<file path="config.mk">
export PLATFORM = sky130hd
export DESIGN_NAME = count_sched
export DESIGN_NICKNAME = d
export VERILOG_FILES = /design/src/rtl/count_pkg.sv /design/src/rtl/rr_arbiter.sv /design/src/rtl/count_sched.sv
export SDC_FILE = /design/constraint.sdc
export NUM_CORES = 1
export LEC_CHECK = 0
export CAP_MARGIN = 20
export CORE_ASPECT_RATIO = 1.25
export CORE_MARGIN = 2
export CORE_UTILIZATION = 35
export CTS_CLUSTER_SIZE = 28
export DETAILED_ROUTE_END_ITERATION = 7
export HOLD_SLACK_MARGIN = 0.02
export SYNTH_ARGS = -nofsm -noshare
export SYNTH_HDL_FRONTEND = slang
export SYNTH_SLANG_ARGS = --single-unit
</file>
<file path="constraint.sdc">
create_clock -name clk -period 7.3 [get_ports clk]
set_input_delay 1.46 -clock clk [delete_from_list [all_inputs] [get_ports clk]]
set_output_delay 1.46 -clock clk [all_outputs]
set_load 0.03 [all_outputs]
</file>
<file path="src/rtl/count_pkg.sv">
// count_pkg: shared definitions for the count_sched block.
//   state_t  - scheduler FSM state (IDLE / RUN / DONE)
//   CNT_W    - width of the shared up/down counter
//   CNT_MAX  - top of the counter range (saturation point when counting up)
//   CNT_MIN  - bottom of the counter range (saturation point when counting down)
package count_pkg;

  localparam int CNT_W = 8;
  localparam logic [CNT_W-1:0] CNT_MAX = 8'hFF;
  localparam logic [CNT_W-1:0] CNT_MIN = 8'h00;

  typedef enum logic [1:0] {
    IDLE = 2'd0,
    RUN  = 2'd1,
    DONE = 2'd2
  } state_t;

endpackage

</file>
<file path="src/rtl/rr_arbiter.sv">
// rr_arbiter: combinational round-robin picker.
//   req - request vector, one bit per requester
//   ptr - index of the requester with highest priority this cycle
//   gnt - one-hot winner (all zero when req is all zero)
// The search starts at ptr and wraps, so the requester at ptr wins first,
// then ptr+1, and so on.
module rr_arbiter #(
  parameter int N     = 4,
  parameter int PTR_W = 2
) (
  input  logic [N-1:0]     req,
  input  logic [PTR_W-1:0] ptr,
  output logic [N-1:0]     gnt
);

  always_comb begin
    int  idx;
    logic found;
    gnt   = '0;
    found = 1'b0;
    idx   = 0;
    for (int k = 0; k < N; k++) begin
      idx = int'(ptr) + k;
      if (idx >= N) idx = idx - N;
      if (!found && req[idx]) begin
        gnt[idx] = 1'b1;
        found    = 1'b1;
      end
    end
  end

endmodule

</file>
<file path="src/rtl/count_sched.sv">
// count_sched: arbitrates N_REQ requesters for a shared 8-bit up/down counter
// and issues bursts of counter steps on behalf of the winner.
//   clk        - clock, all state on rising edge
//   rst        - synchronous active-low reset
//   req        - per-requester request level
//   dir        - per-requester direction (1 = up), sampled at grant
//   len        - flattened burst lengths, requester i at [i*LEN_W +: LEN_W]
//   cnt_val    - current counter value, fed back for boundary checks
//   gnt        - one-hot grant, held from first RUN cycle through DONE
//   done       - one-cycle completion pulse on the granted bit
//   err        - one-cycle pulse with done when a burst was truncated
//   busy       - high in RUN and DONE
//   cnt_en     - counter step enable
//   cnt_up     - step direction up (only with cnt_en)
//   cnt_down   - step direction down (only with cnt_en)
//   dbg_state  - current FSM state, encoded as count_pkg::state_t
//
// Handshake: req is a level, not a pulse. A requester sees its grant on gnt
// the cycle after arbitration and keeps it until the cycle its done pulse is
// visible; dropping req mid-burst does not stop the burst, and dir/len are
// only looked at in the arbitration cycle.
module count_sched
  import count_pkg::*;
#(
  parameter int N_REQ = 4,
  parameter int LEN_W = 4,
  parameter int SAT   = 1
) (
  input  logic                   clk,
  input  logic                   rst,
  input  logic [N_REQ-1:0]       req,
  input  logic [N_REQ-1:0]       dir,
  input  logic [N_REQ*LEN_W-1:0] len,
  input  logic [CNT_W-1:0]       cnt_val,
  output logic [N_REQ-1:0]       gnt,
  output logic [N_REQ-1:0]       done,
  output logic                   err,
  output logic                   busy,
  output logic                   cnt_en,
  output logic                   cnt_up,
  output logic                   cnt_down,
  output logic [1:0]             dbg_state
);

  localparam int PTR_W = (N_REQ > 1) ? $clog2(N_REQ) : 1;

  state_t             state;
  logic [PTR_W-1:0]   ptr;
  logic [N_REQ-1:0]   gnt_q;
  logic               done_q;
  logic               err_q;
  logic               dir_q;
  logic [LEN_W-1:0]   rem;

  logic [N_REQ-1:0]   win;
  logic               win_dir;
  logic [LEN_W-1:0]   win_len;
  logic [PTR_W-1:0]   nxt_ptr;
  logic               sat_hit;
  logic               step;

  rr_arbiter #(
    .N     (N_REQ),
    .PTR_W (PTR_W)
  ) u_arb (
    .req (req),
    .ptr (ptr),
    .gnt (win)
  );

  // Pull the winner's dir/len out of the flattened inputs and compute the
  // pointer value that puts the winner at lowest priority next time.
  always_comb begin
    win_dir = 1'b0;
    win_len = '0;
    nxt_ptr = ptr;
    for (int i = 0; i < N_REQ; i++) begin
      if (win[i]) begin
        win_dir = dir[i];
        win_len = len[i*LEN_W +: LEN_W];
        nxt_ptr = (i == N_REQ - 1) ? '0 : PTR_W'(i + 1);
      end
    end
  end

  // Boundary check looks at the live counter value so a step that would
  // cross the boundary is suppressed in the same cycle.
  always_comb begin
    sat_hit = 1'b0;
    if (SAT != 0 && state == RUN) begin
      sat_hit = dir_q ? (cnt_val == CNT_MAX) : (cnt_val == CNT_MIN);
    end
  end

  assign step = (state == RUN) && !sat_hit;

  always_ff @(posedge clk) begin
    if (!rst) begin
      state  <= IDLE;
      ptr    <= '0;
      gnt_q  <= '0;
      done_q <= 1'b0;
      err_q  <= 1'b0;
      dir_q  <= 1'b0;
      rem    <= '0;
    end else begin
      done_q <= 1'b0;
      err_q  <= 1'b0;
      case (state)
        IDLE: begin
          if (|req) begin
            gnt_q <= win;
            dir_q <= win_dir;
            rem   <= win_len;
            ptr   <= nxt_ptr;
            if (win_len == '0) begin
              // Zero-length burst: straight to completion, no steps.
              state  <= DONE;
              done_q <= 1'b1;
            end else begin
              state <= RUN;
            end
          end
        end
        RUN: begin
          if (sat_hit) begin
            state  <= DONE;
            done_q <= 1'b1;
            err_q  <= 1'b1;
          end else begin
            rem <= rem - LEN_W'(1);
            if (rem == LEN_W'(1)) begin
              state  <= DONE;
              done_q <= 1'b1;
            end
          end
        end
        DONE: begin
          state <= IDLE;
          gnt_q <= '0;
        end
        default: begin
          state <= IDLE;
          gnt_q <= '0;
        end
      endcase
    end
  end

  // Outputs are forced low while reset is held, even before the first
  // reset edge has cleared the registers.
  assign gnt       = rst ? gnt_q : '0;
  assign done      = (rst && done_q) ? gnt_q : '0;
  assign err       = rst && done_q && err_q;
  assign busy      = rst && (state != IDLE);
  assign cnt_en    = rst && step;
  assign cnt_up    = rst && step && dir_q;
  assign cnt_down  = rst && step && !dir_q;
  assign dbg_state = state;

endmodule

</file>
==> out/results.ini, run 1 <==
[floorplan]
start_util_pct=36.5
die-width_um=62.5
placementRows=26
core_area_mm2=0.00410
die_h_um=77.1
boundaryPins=49
dieArea_mm2=0.00481

[clock_network]
insertion_delay_ns=0.25
clkSinkCount=15
cts_root_buf=clkbuf_8
cts_tree=built
clk_pin_slew_ns=0.06
cts_hold_buf=0
numCtsBuffers=3
cts_setup_buffers=0
h-tree-depth=1
cts_resized=0
ctsLongestPathBuffers=2

[yosys]
synth_top_family_by_area=compound AO/OA/AOI/OAI gates
yosysWarningCount=0
synthFlopType=dfxtp_1
syn_inst=178
ys_types=59
synth-seq-cells=15
synthSimpleGateAreaFrac_pct=28.1
synth_compound_area_share_pct=28.1
avgSynthCellArea_um2=8.40
async_flop_share_pct=0
muxShareOfSynthArea_pct=9.54
synth-edff-count=0
synth_adder_area_share_pct=6.69
yosysSeqAreaShare_pct=20.1
synth-xor-area-share_pct=0
synth.net_count=220
syn-cell-area_mm2=0.00150

[grt]
antenna_found_initial=0
grt-ovfl-total=0
grt_pass1_vias=1472
grt_start_max_net_pins=17
grt_pass1_wl_mm=6.58
grt_use_total_pct=16.4

[sta]
relSlewSlack_pct=49.1
worst_pin_slew_ns=0.757
finalHoldViolCount=0
finalCritPeriodShare_pct=69.7
fin_crit_ns=5.09
timing.hold.ws_ns=0.504
rsz0062_at_grt=false
setup_tns_ns=0
setup_viol=0
clock.fmax_mhz=196
drv_slew=0
fin_worst_skew_ns=0.00573

[power]
p_leak_uw=0.000770
ir_worst_vdd_mv=0.139
power.density_mw_per_mm2=323

[finish]
drive_gt1_share_pct=9.05
synthToLayoutAreaGrowth_pct=35.6
fin_cells=277
final_nets=264
n_antenna_cell=0
multi_input_area_mm2=0.00108
register_area_um2=300
fin_util_pct=49.5
fillCellCount=429
fin_area_mm2=0.00203

[worst_setup_path]
reg2reg_from=ptr[0]
startpoint_type=primary input
worstPathArrival_ns=3.63
reg2reg_slack_ns=3.59
crit_fanout=7
worstPathRequired_ns=5.84
critical_path_class=in -> out
cp-end-kind=output pin
rr_endpoint=done_q
reg2reg_depth=10

[min_path]
min_path_cells=2
hold_path_class=reg -> reg
hold_path_end=gnt_q[2]
holdCritStartpoint=gnt_q[2]

[drt]
drt-wirelength-per-cell_um=14.4
drt_iter0_drc=47
dr.pass1.iters=4
wl_mm=4.00
num_vias=1520
drt_drc_violations_left=0
vias_per_cell=5.49
ant_nets=0

[status]
status=finished, final reports clean

[run]
maxCapViolCount=0

[placed_design]
io_buffers=48
place.gp.congestion=0.902
dp_hpwl_mm=3.24
dp_cells=273
dpl_cell_area_mm2=0.00198

[routing by layer]
| metal | up-vias | share of wire, % | global-route usage (%) |
|---|---|---|---|
| met2 | 38 | 53 | 31.0 |
| met5 | - | 0 | 0 |
| met3 | 6 | 3.3 | 1.47 |
| met1 | 711 | 42 | 18.2 |
| met4 | 0 | 1.5 | 7.78 |
| li1 | 765 | - | - |
[area by class of cell]
type                            count  area share, %
Timing Repair Buffer               49           24.1
Inverter                           11           2.04
Tap cell                           56           3.45
Multi-Input combinational cell    142           53.4
Clock buffer                        4           2.22
Sequential cell                    15           14.8
[sequential cells by signal (all words and copies together) (netlist names)]
signal and count:
dbg_state 2, dir_q 1, gnt_q 4, err_q 1
rem 4, ptr 2, done_q 1
[critical path, cell delays in order]
cell,delay [ns]
clkdlybuf4s50_1,0.48
nand4_1,0.10
o31ai_1,0.66
nor3_1,0.14
and2_1,0.20
clkdlybuf4s50_1,0.58
[worst max-delay path by stage]
stage / from / to / slack [ns]
CTS: cnt_val[6] / cnt_up / 2.19
finish: cnt_val[6] / cnt_up / 2.21
detailed placement: cnt_val[6] / cnt_up / 2.20
global placement: cnt_val[7] / cnt_up / 2.26
global route: cnt_val[7] / cnt_up / 2.05
floorplan: cnt_val[0] / cnt_up / 2.98
[layout by cell type (no fill, tap or decap), types with 3 or more instances in the layout]
master / synthesis / routed
clkdlybuf4s50_1: 0 / 48
nor2_1: 17 / 17
dfxtp_1: 15 / 15
inv_1: 10 / 10
a21oi_1: 9 / 9
ha_1: 8 / 8
and2_1: 7 / 7
nor3_1: 7 / 7
and3_1: 5 / 5
nand2_1: 5 / 5
o21a_1: 5 / 5
o21ai_0: 5 / 5
nand3_1: 4 / 4
mux4_2: 4 / 4
a211oi_1: 4 / 4
nor4_1: 3 / 3
nor3b_1: 3 / 3
a221o_1: 3 / 3
mux2i_1: 3 / 3
o211ai_2: 3 / 3
clkbuf_8: 0 / 3
[report_power, final]
part / switching, uW / internal (uW) / total (uW)
Sequential: 36.5 / 111 / 148
Clock: 28.8 / 38.7 / 67.4
Combinational: 241 / 198 / 439
Total: 307 / 348 / 654
[synthesized netlist by cell type (2+ instances only)]
cell	n	area (um2)
nor2_1	17	63.8
dfxtp_1	15	300
inv_1	10	37.5
a21oi_1	9	45.0
ha_1	8	100
and2_1	7	43.8
nor3_1	7	35.0
and3_1	5	31.3
nand2_1	5	18.8
o21a_1	5	37.5
o21ai_0	5	25.0
a211oi_1	4	30.0
buf_6	4	45.0
clkbuf_1	4	15.0
mux4_2	4	90.1
nand3_1	4	20.0
a221o_1	3	30.0
mux2i_1	3	30.0
nor3b_1	3	22.5
nor4_1	3	18.8
o211ai_2	3	37.5
a211oi_2	2	25.0
a221oi_1	2	17.5
a41oi_1	2	17.5
buf_2	2	10.0
mux2_2	2	22.5
nand2b_1	2	12.5
nand3b_1	2	15.0
nand4bb_1	2	22.5
nor2b_1	2	12.5
o21ai_1	2	10.0
o32ai_1	2	17.5
or2_2	2	12.5
[cells by family after synthesis]
logic type	count (synthesis)
fa+ha+maj	8
simple gates	71
flops	15
compound gates	54
mux	9
buf+inv	21
[stage by stage]
stage	power, uW	worst slack [ns]
2_1_floorplan	469	2.98
3_3_place_gp	583	2.26
3_5_place_dp	589	2.20
4_1_cts	657	2.19
5_1_grt	710	2.05
6_report	654	2.21
No activity file was read; power rests on OpenSTA's default activity.
==> inputs of run 2 (changes only) <==
- PLACE_DENSITY: unset -> 0.66
- clock period: 7.3 -> 4.3 ns (I/O delays scaled with it)
==> run 2 against run 1 <==
Against the previous run:
- design area increased by 1.2%
- core utilization rose by 0.58 points
- largest cell class unchanged
- largest power group unchanged
- sequential share of layout area shrank 0.17 points
- setup slack got worse by 1.8 ns
- first-iteration DRC count rose by 26%
- total power increased by 70%
- critical path depth is the same
- non-clock buffer count grew 3
- cell count up 1.1%
- via count increased by 1.9%
==> out/results.ini, run 2 (synthesized netlist as in run 1, its figures left out) <==
[status]
status=finished, final reports clean

[min_path]
hold_path_class=reg -> reg
hold_path_end=gnt_q[0]
min_path_cells=2
holdCritStartpoint=gnt_q[0]

[drt]
drt-wirelength-per-cell_um=14.1
ant_nets=0
num_vias=1549
vias_per_cell=5.53
dr.pass1.iters=4
drt_drc_violations_left=0
wl_mm=3.94
drt_iter0_drc=59

[power]
power.density_mw_per_mm2=543
p_comb_share_pct=67.9
ir_worst_vdd_mv=0.214
p_leak_uw=0.000788
p_seq_share_pct=21.4
sw_frac_of_total_pct=46.4
clkPwrFrac_pct=10.7
p_int_uw=598
post-layout-total-power_uw=1120
p_sw_uw=517

[placed_design]
place.gp.congestion=0.832
dp_cells=276
dp_hpwl_mm=3.10
io_buffers=48

[worst_setup_path]
crit_chain=clkdlybuf4s50_1 -> nand4_1 -> o31ai_1 -> nor3_1 -> and2_1 -> clkdlybuf4s50_1
critical_path_class=in -> out
rr_endpoint=done_q
startpoint_type=primary input
worstPathRequired_ns=3.44
worstPathArrival_ns=2.99
reg2reg_depth=10
timing.critical_path.mode_cell=clkdlybuf4s50_1
crit_start=cnt_val[6]
crit_fanout=7
reg2reg_slack_ns=0.78
critPathMaxStageDelay_ns=0.64
cp_slowest_cell=o31ai_1
reg2reg_from=ptr[1]
cp-end-kind=output pin

[finish]
register_area_um2=300
layout_common_cells=48 x clkdlybuf4s50_1, 17 x nor2_1, 15 x dfxtp_1, 10 x inv_1, 9 x a21oi_1
drive_gt1_share_pct=10.7
fillCellCount=432
final_nets=267
multi_input_area_mm2=0.00108
n_antenna_cell=0
reg_top3=gnt_q x4, rem x4
layout_commonest_cell=clkdlybuf4s50_1
fin_cells=280
synthToLayoutAreaGrowth_pct=37.2

[clock_network]
cts_resized=0
h-tree-depth=1
clk_pin_slew_ns=0.06
cts_hold_buf=0
insertion_delay_ns=0.25
numCtsBuffers=3
cts_setup_buffers=0
clkSinkCount=15
cts_tree=built
cts_root_buf=clkbuf_8
ctsLongestPathBuffers=2

[floorplan]
dieArea_mm2=0.00481
core_area_mm2=0.00410
boundaryPins=49
placementRows=26
start_util_pct=36.5
die-width_um=62.5
die_h_um=77.1

[grt]
grt_start_max_net_pins=17
grt_pass1_wl_mm=6.72
grt_pass1_vias=1477
antenna_found_initial=0
grt-ovfl-total=0
grt_use_total_pct=16.8

[sta]
setup_tns_ns=0
finalHoldViolCount=0
fin_worst_skew_ns=0.00359
fin_crit_ns=3.85
drv_slew=0
setup_viol=0
worst_pin_slew_ns=0.778
clock.fmax_mhz=260
relSlewSlack_pct=46.7
finalCritPeriodShare_pct=89.4
rsz0062_at_grt=false

[run]
maxCapViolCount=0

run 2: cell count changes in the layout (fill, tap and decap cells not counted):
| cell | before | now |
|---|---|---|
| buf_4 | 1 | 4 |
| clkbuf_1 | 1 | 0 |
| clkinv_2 | 0 | 1 |
run 2: power by group through the flow:
stage,clock (uW),combinational (uW),sequential (uW)
2_1_floorplan,0,557,240
3_3_place_gp,0,754,240
3_5_place_dp,0,759,241
4_1_cts,120,763,238
5_1_grt,122,846,245
6_report,119,757,239
run 2: per-stage QoR:
| step | setup WS (ns) | area [um2] | util [%] | hold slack (ns) |
|---|---|---|---|---|
| 2_1_floorplan | 1.08 | 1500 | - | 0.466 |
| 3_3_place_gp | 0.474 | 2010 | 48.9 | 0.490 |
| 3_5_place_dp | 0.445 | 2010 | 48.9 | 0.493 |
| 4_1_cts | 0.452 | 2050 | 50.1 | 0.502 |
| 5_1_grt | 0.252 | 2050 | 50.1 | 0.540 |
| 6_report | 0.455 | 2050 | 50.1 | 0.503 |
run 2: final cells by class:
type	count	share of cell area, %
Tap cell	56	3.41
Clock buffer	3	2.01
Multi-Input combinational cell	142	52.8
Sequential cell	15	14.6
Inverter	11	2.01
Clock inverter	1	0.244
Timing Repair Buffer	52	24.9
run 2: worst max-delay path: cells and delay by family:
kind / cells / cell delay [ns]
and+or+nand+nor: 3 / 0.41
AOI/OAI and AO/OA: 1 / 0.64
buffers and inverters: 2 / 1.06
run 2: layer usage:
metal / vias to the layer above / share of wire, % / GRT usage (%) / wire (um)
met2: 34 / 51 / 30.4 / 2010
met4: 0 / 2.2 / 7.56 / 87
li1: 775 / - / - / -
met3: 7 / 2.7 / 1.32 / 108
met5: - / 0 / 0 / 0
met1: 733 / 44 / 20.0 / 1730
run 2: worst max path at each step:
stage	end	slack, ns	depth (start not counted)
CTS	cnt_up	0.45	6
global placement	cnt_up	0.47	6
floorplan	dbg_state[0]	1.08	11
finish	cnt_up	0.45	6
detailed placement	cnt_up	0.45	6
global route	cnt_up	0.25	6
